===== src/rtl/writeback.sv =====
// ---------------------------------------------------------------------------
// writeback
//
// Final pipeline stage. Accepts execute-stage result words into a 2-entry
// in-order FIFO, commits one word per cycle into a 32x32 register file,
// counts committed words and turns a committed taken branch into a
// one-cycle redirect/flush pulse that also drops anything still queued.
//
// Ports:
//   clock          - single clock, all state updates on the rising edge
//   reset          - synchronous, active-high; wins over every other event
//   ex_wb_valid    - an ex_wb word is offered this cycle
//   ex_wb[70:0]    - {we[70], branch[69], dest[68:64], pc[63:32], data[31:0]}
//   ex_wb_ready    - the block can accept a word this cycle
//   rs_addr/rt_addr- read port addresses
//   rs_data/rt_data- combinational read data, bypassing the commit in flight
//   redirect_valid - one-cycle pulse requesting a PC redirect
//   redirect_pc    - redirect target, held until the next branch commit
//   flush          - upstream squash, coincident with redirect_valid
//   retired_count  - number of committed words (wraps at 16 bits)
// ---------------------------------------------------------------------------
module writeback (
    input  logic        clock,
    input  logic        reset,
    input  logic        ex_wb_valid,
    input  logic [70:0] ex_wb,
    output logic        ex_wb_ready,
    input  logic [4:0]  rs_addr,
    input  logic [4:0]  rt_addr,
    output logic [31:0] rs_data,
    output logic [31:0] rt_data,
    output logic        redirect_valid,
    output logic [31:0] redirect_pc,
    output logic        flush,
    output logic [15:0] retired_count
);

    typedef enum logic {
        RUN      = 1'b0,
        REDIRECT = 1'b1
    } state_t;

    state_t      state_q, state_d;
    logic [70:0] fifo_q [2];
    logic [70:0] fifo_d [2];
    logic        rd_ptr_q, rd_ptr_d;
    logic        wr_ptr_q, wr_ptr_d;
    logic [1:0]  count_q, count_d;
    logic [31:0] regs_q [32];
    logic [31:0] regs_d [32];
    logic [31:0] redirect_pc_q, redirect_pc_d;
    logic [15:0] retired_q, retired_d;

    logic [70:0] head;
    logic        head_we;
    logic        head_br;
    logic [4:0]  head_dest;
    logic [31:0] head_pc;
    logic [31:0] head_data;
    logic        push;
    logic        commit;
    logic        wr_en;

    assign head      = fifo_q[rd_ptr_q];
    assign head_we   = head[70];
    assign head_br   = head[69];
    assign head_dest = head[68:64];
    assign head_pc   = head[63:32];
    assign head_data = head[31:0];

    assign ex_wb_ready = (count_q < 2'd2) && (state_q == RUN);
    assign push        = ex_wb_valid && ex_wb_ready;
    // The head commits every RUN cycle it exists; nothing ever stalls it.
    assign commit      = (state_q == RUN) && (count_q != 2'd0);
    assign wr_en       = commit && head_we && (head_dest != 5'd0);

    assign redirect_valid = (state_q == REDIRECT);
    assign flush          = (state_q == REDIRECT);
    assign redirect_pc    = redirect_pc_q;
    assign retired_count  = retired_q;

    // Read ports forward the value being committed this cycle so a reader
    // never sees the stale register contents.
    always_comb begin
        rs_data = regs_q[rs_addr];
        rt_data = regs_q[rt_addr];
        if (wr_en && (head_dest == rs_addr)) begin
            rs_data = head_data;
        end
        if (wr_en && (head_dest == rt_addr)) begin
            rt_data = head_data;
        end
        if (rs_addr == 5'd0) begin
            rs_data = 32'd0;
        end
        if (rt_addr == 5'd0) begin
            rt_data = 32'd0;
        end
    end

    // FIFO bookkeeping. A REDIRECT cycle empties the queue outright; no push
    // can coincide with it because ready is low in that state.
    always_comb begin
        fifo_d[0] = fifo_q[0];
        fifo_d[1] = fifo_q[1];
        rd_ptr_d  = rd_ptr_q;
        wr_ptr_d  = wr_ptr_q;
        count_d   = count_q;
        if (push) begin
            fifo_d[wr_ptr_q] = ex_wb;
            wr_ptr_d         = ~wr_ptr_q;
        end
        if (commit) begin
            rd_ptr_d = ~rd_ptr_q;
        end
        case ({push, commit})
            2'b10:   count_d = count_q + 2'd1;
            2'b01:   count_d = count_q - 2'd1;
            default: count_d = count_q;
        endcase
        if (state_q == REDIRECT) begin
            rd_ptr_d = 1'b0;
            wr_ptr_d = 1'b0;
            count_d  = 2'd0;
        end
    end

    // Commit side effects: register write, retire count, branch redirect.
    always_comb begin
        state_d       = state_q;
        redirect_pc_d = redirect_pc_q;
        retired_d     = retired_q;
        regs_d        = regs_q;
        if (wr_en) begin
            regs_d[head_dest] = head_data;
        end
        if (commit) begin
            retired_d = retired_q + 16'd1;
        end
        case (state_q)
            RUN: begin
                if (commit && head_br) begin
                    redirect_pc_d = head_pc;
                    state_d       = REDIRECT;
                end
            end
            REDIRECT: begin
                state_d = RUN;
            end
            default: begin
                state_d = RUN;
            end
        endcase
    end

    always_ff @(posedge clock) begin
        if (reset) begin
            state_q       <= RUN;
            fifo_q[0]     <= '0;
            fifo_q[1]     <= '0;
            rd_ptr_q      <= 1'b0;
            wr_ptr_q      <= 1'b0;
            count_q       <= 2'd0;
            redirect_pc_q <= 32'd0;
            retired_q     <= 16'd0;
            for (int i = 0; i < 32; i++) begin
                regs_q[i] <= 32'd0;
            end
        end else begin
            state_q       <= state_d;
            fifo_q        <= fifo_d;
            rd_ptr_q      <= rd_ptr_d;
            wr_ptr_q      <= wr_ptr_d;
            count_q       <= count_d;
            redirect_pc_q <= redirect_pc_d;
            retired_q     <= retired_d;
            regs_q        <= regs_d;
        end
    end

endmodule


===== config.mk =====
export PLATFORM = sky130hd
export DESIGN_NAME = writeback
export DESIGN_NICKNAME = d
export VERILOG_FILES = /design/src/rtl/writeback.sv
export SDC_FILE = /design/constraint.sdc
export NUM_CORES = 2
export LEC_CHECK = 0
export BUFFER_PORTS_ARGS = -buffer_cell sky130_fd_sc_hd__buf_4
export CELL_PAD_IN_SITES_DETAIL_PLACEMENT = 0
export CELL_PAD_IN_SITES_GLOBAL_PLACEMENT = 1
export CORE_MARGIN = 8
export CORE_UTILIZATION = 30
export CTS_BUF_LIST = sky130_fd_sc_hd__clkbuf_8
export CTS_CLUSTER_DIAMETER = 50
export DETAILED_ROUTE_END_ITERATION = 6
export PLACE_DENSITY = 0.54
export SLEW_MARGIN = 20
export SYNTH_ARGS = -nofsm -noshare
export SYNTH_HDL_FRONTEND = slang
export SYNTH_SLANG_ARGS = --single-unit

===== constraint.sdc =====
create_clock -name clock -period 3.9 [get_ports clock]
set_input_delay 0.195 -clock clock [delete_from_list [all_inputs] [get_ports clock]]
set_output_delay 0.195 -clock clock [all_outputs]
set_load 0.02 [all_outputs]

Yosys cells after proc, flatten, opt, wreduce, memory -nomap -nowiden
Index checks and enable logic that the tools add are counted.
W data, S select, Z words.

storage, ports and cells
  flip-flop bits (word level) = 1219
  word-level logic and storage cells = 102
  input bits = 84
  output and inout bits = 115

cells by class
  bitwise logic cells = 8
  reductions and logical operators = 17
  $lt $le $gt $ge = 8
  equality and inequality tests = 4
  add/sub/neg operators = 3
  multiplexer cells = 22

operators with widths
  operator                 count
  $bwmux W1024             1
  $bmux W32 S5             2
  $mux W32                 9
  $mux W71                 4
  $demux W32 S5            1
  $bwmux W142              1
  $demux W71 S1            1
  $ge A6 B6 Y1 const B     3
  $not A5 Y6               3
  $add A16 B1 Y16 const B  1
  $eq A5 B5 Y1             2
  $logic_and A1 B1 Y1      10
  $logic_not A5 Y1         2
  $lt A6 B1 Y1 const B     1
  $reduce_bool A5 Y1       1
  $ge A2 B2 Y1 const B     2
  $not A1 Y2               2
  $pmux W2 S2              1
  $reduce_bool A2 Y1       2
  $not A1 Y1               3
  $add A2 B1 Y2 const B    1
  $eq A2 B1 Y1 const B     1
  $eq A2 B2 Y1 const B     1
  $lt A2 B1 Y1 const B     1
  other kinds (6)          6

Longest topological paths before layout
  depth in word-level cells = 10
  gate-level depth with buffers = 10
  depth with buffers taken out = 7

Worst setup path before layout
OpenSTA, ideal clock, no wires.

  path kind = register to output
  from = register rd_ptr_q
  to = output port rs_data[20]
  cell stages (with the launch flop) = 9
  path buffers = 2
  data required time = 3.705 ns
  arrival time = 2.218 ns
  slack = 1.487 ns
  cell sequence = dfxtp_1 buf_4 nor3b_1 or2_1 a311oi_1 nand4_1 clkbuf_1 or2_1 a21oi_1

on the way
  longest elaborated chain between the ends = 9
  elaborated cells between the ends (all ways) = 11
  those cells by class = eq/ne (1); mux (5); bitwise (1); reduce/logical (4)

ends and longest elaborated chain
  item                                                              line  source
  start: declaration                                                46    logic rd_ptr_q, rd_ptr_d;
  start signal: assignment                                          172   rd_ptr_q <= rd_ptr_d;
  $not A1 Y2 (implied by the code) *                                64    assign head = fifo_q[rd_ptr_q];
  $mux W71 (implied by the code) * (3 in series)                    64
  $reduce_bool A5 Y1 / $logic_and A1 B1 Y1 (equally long branches)  75    assign wr_en = commit && head_we && (head_dest != 5'd0);
  $logic_and A1 B1 Y1                                               75
  $logic_and A1 B1 Y1                                               87    if (wr_en && (head_dest == rs_addr)) begin
  $mux W32 *                                                        87
  $mux W32 *                                                        93    if (rs_addr == 5'd0) begin
  end: declaration                                                  30    output logic [31:0] rs_data,

Mark *: on every way between the ends. The rest lies on a longest branch, timed or not. The select of a mux whose other input is x is not followed.

Worst setup path in the final report
  from = register rd_ptr_q
  to = output port rt_data[7]

on the way
  longest elaborated chain between the ends = 9
  elaborated cells between the ends (all ways) = 11
  those cells by class = eq/ne (1); mux (5); bitwise (1); reduce/logical (4)

ends and longest elaborated chain
  item                                                              line  source
  $not A1 Y2 (implied by the code) *                                64
  $mux W71 (implied by the code) * (3 in series)                    64
  $reduce_bool A5 Y1 / $logic_and A1 B1 Y1 (equally long branches)  75
  $logic_and A1 B1 Y1                                               75
  $logic_and A1 B1 Y1                                               90    if (wr_en && (head_dest == rt_addr)) begin
  $mux W32 *                                                        90
  $mux W32 *                                                        96    if (rt_addr == 5'd0) begin
  end: declaration                                                  31    output logic [31:0] rt_data,

Marks and branches as above.

==> summary.md <==
| Metric | Value |
|---|---|
| Most frequent cells in the layout | dfxtp_1 (1218), nor2_1 (1166), a211oi_1 (1018) |
| # Max-Cap Violations | 0 |
| Core Footprint | about 190000 µm² |
| Drt wl/cell | about 28 µm |
| CP arrival | between 3 and 4 ns |
| Most used DFF post-synth | dfxtp_1 |
| Post-layout nets | ~6400 |
| HP Start | ex_wb[35] |
| Share of cells above drive strength 1 | between 15 and 20% |
| Synth Area in XOR/XNOR | 0.405% |
| Endpoints failing setup | 0 |
| TritonCTS sink count | 1219 |
| Syn_area_per_cell | ~9.4 µm² |
| CTS Buf Count | between 200 and 250 |
| Final count of hold timing violations | 0 |
| RR Endpoint | regs_q[833] |
| Status | complete, no violations |
| Post-Synth Simple-Gate Area | 13.3% |
| Slew Viols, Final | 0 |
| Place WS | roughly 0.064 ns |
| Port buffer count | about 200 |
| H-Tree Depth | 4 |
| Adder-cell share of the synthesized area | 0.0428% |
| Pwr dens | roughly 430 nW/µm² |
| R2R setup slack | approximately 0.90 ns |
| Hold Slack | between 0.09 and 0.1 ns |
| Final core utilization | roughly 36% |
| Largest net degree at the start of global routing | between 100 and 150 |
| Worst R2R Path Depth | 7 |
| Compound-gate portion of the synthesized area | 19.5% |
| Grt ovf | 0 |
| Worst setup path class | flop to primary output |
| Cells after Synth | slightly above 6000 |
| First-pass GRT wire length | about 360000 µm |
| CTS max path bufs | 3 |
| Distinct cell type count after synthesis | 59 |
| Crit Reg-Reg Startpoint | flush |
| GR Layer Usage met2 | approximately 37% |
| Cell area after synthesis | 58400 µm² |
| Commonest non-fill, non-tap cell in the layout | dfxtp_1 |
| Max Fclk | 0.265 GHz |
| Met1 Use GR | 31.8% |
| Post-synthesis mux area share | 19.8% |
| Die Ht | between 400 and 500 µm |
| Main combinational cell family by area after synthesis | multiplexers |
| Hold EP | fifo_q[106] |
| Worst hold path type | input port to flop |
| CTS root buf | clkbuf_8 |
| Routability Congestion | 0.806 |
| Setup ws final | roughly 0.12 ns |
| Clk_lat worst skew | between 0.9 and 1 ns |
| Vias in the first global route | 48900 |
| Vias | 50600 |
| Worst slew pin tran | about 1.1 ns |
| Final WL | roughly 250000 µm |
| Critical Path RT | roughly 3.7 ns |
| Die X | roughly 460 µm |
| Initial antenna violation count | 20 |
| Element type at the critical path end | primary output |
| Placed insts | around 8500 |
| Via density | ~5.6 |
| Sequential-to-total area share from yosys stat | about two fifths |
| CTS clk-pin slew, worst paths | around 0.060 ns |
| DR DRC count | 0 |
| DP Wirelength | 150000 µm |
| Die Area | approximately 210000 µm² |
| Setup TNS Final | 0 ns |
| CP Max Fanout | 28 |
| Nature of the critical path startpoint | flop |
| All-Layer GR Usage | between 20 and 25% |
| Iteration-0 DRC Markers | roughly 4500 |
| Hold Path Depth | 4 |
| CTS tree | yes |
| EDFF count, synth | 0 |
| Asr flop ratio synth | 0% |
| P&R area growth vs syn | 19.4% |
| Syn Nets | 6296 |
| GRT busiest layer | met2 |
| Final period utilization | a little over nine tenths |
| Setup Skew | between 0.05 and 0.06 ns |
| Synth warn | 0 |
| Worst VDD drop | approximately 0.33 mV |
| Worst slew margin relative to its limit | 26.6% |
| Met3 usage | 4.01% |
| Initial Util | about 30% |
| # IOs | between 150 and 200 |
| FF+latch count, synth | ~1200 |
| Post-route ant nets | 0 |
| Cell Rows | 162 |
| Unrepaired setup endpoints after global routing | false |
| Post-route insts no fill | 9063 |
| TritonRoute pass-1 iters | 5 |
| Final min period | ~3.8 ns |
| P_leak | 23.4 nW |
## metrics by stage
stage	instance area, µm²	power, W
floorplan	58400	0.0157
global placement	63900	0.0179
detailed placement	63900	0.0179
CTS	69700	0.0302
global route	69700	0.0311
finish	69800	0.0299
## cell usage after synthesis, types with 6 or more instances
| cell | instances | area [µm²] |
|---|---|---|
| xor2_1 | 16 | 140 |
| buf_2 | 182 | 911 |
| nor2b_1 | 49 | 307 |
| nor3_1 | 11 | 55.1 |
| o22ai_1 | 93 | 582 |
| nand2b_1 | 9 | 56.3 |
| buf_4 | 22 | 165 |
| xnor2_1 | 11 | 96.3 |
| a21oi_1 | 177 | 886 |
| o21ai_1 | 28 | 140 |
| dfxtp_1 | 1219 | 24400 |
| buf_1 | 64 | 240 |
| mux4_2 | 253 | 5700 |
| nand3_1 | 39 | 195 |
| a211oi_1 | 1018 | 7640 |
| or2_0 | 20 | 125 |
| or2_1 | 11 | 68.8 |
| nor4_1 | 33 | 206 |
| nor2_1 | 1168 | 4380 |
| a22oi_1 | 249 | 1870 |
| nor4bb_1 | 6 | 60.1 |
| nand4_1 | 70 | 438 |
| mux2i_1 | 586 | 5870 |
| o21ai_0 | 9 | 45.0 |
| a211oi_2 | 10 | 125 |
| clkbuf_1 | 437 | 1640 |
| and3_1 | 8 | 50.1 |
| nand2_1 | 327 | 1230 |
| nor2_4 | 11 | 124 |
## critical path, cell delays in order, from the launching register on
cell,delay (ns)
dfxtp_4,0.49
nor3b_2,0.29
or2_1,0.23
a311oi_2,0.14
nand4_1,0.19
buf_6,0.25
buf_12,0.27
nand3_1,0.28
o21ai_1,0.27
buf_4,0.21
## state kept, by name (all words and copies together), names as in the netlist
register and count:
flush 1, rd_ptr_q 1, redirect_pc 32, fifo_q 142, regs_q 1024, retired_count 16, count_q 2, wr_ptr_q 1
## routing by layer
| metal | part of all wire [%] | wire, µm | up-vias |
|---|---|---|---|
| met3 | 6.1 | 15300 | 438 |
| met4 | 3.2 | 8070 | 4 |
| li1 | - | - | 23200 |
| met5 | 0.010 | 26 | - |
| met2 | 45 | 114000 | 1795 |
| met1 | 46 | 115000 | 25100 |
## power breakdown
part | switching (W) | internal [W] | leakage [nW]
clock network | 0.00579 | 0.00633 | 2.56
logic | 0.00324 | 0.00164 | 11.1
registers | 0.000207 | 0.0127 | 9.83
## area by class of cell
class	count	area, µm²
multi-input cells	4280	31800
well taps	2542	3180
repair buffers	611	5960
flip-flops and latches	1219	24400
fillers	19800	124000
diodes	14	35.0
inverters	5	18.8
clock inverters	130	713
clock buffers	262	3610
## repair_timing
item | in CTS | in global routing
setup buffers | 4 | 2
endpoints found under the hold margin | 290 | 0
pin swaps | 1 | 1
resized for setup | 23 | 3
hold buffers | 136 | 0
endpoints found under the setup margin | 64 | 6
## logic make-up (layout without fill, tap and decap cells)
family,after synthesis,after routing
xor+xnor,27,27
compound gates,1598,1598
buf+inv,711,1008
fa+ha+maj,2,2
mux,841,841
flops,1219,1219
other cells,0,14
simple gates,1812,1812
## worst max-delay path by stage
| stage | cells after the start | slack, ns | end | startpoint |
|---|---|---|---|---|
| 6_report | 9 | 0.12 | rt_data[7] | rd_ptr_q |
| 5_1_grt | 9 | 0.01 | rs_data[29] | rd_ptr_q |
| 4_1_cts | 9 | 0.02 | rt_data[23] | rd_ptr_q |
| 3_5_place_dp | 8 | 0.06 | rs_data[31] | rd_ptr_q |
| 3_3_place_gp | 8 | 0.15 | rs_data[31] | rd_ptr_q |
| 2_1_floorplan | 8 | 1.49 | rs_data[20] | rd_ptr_q |
Note: power is estimated with default switching activity, not from simulation.
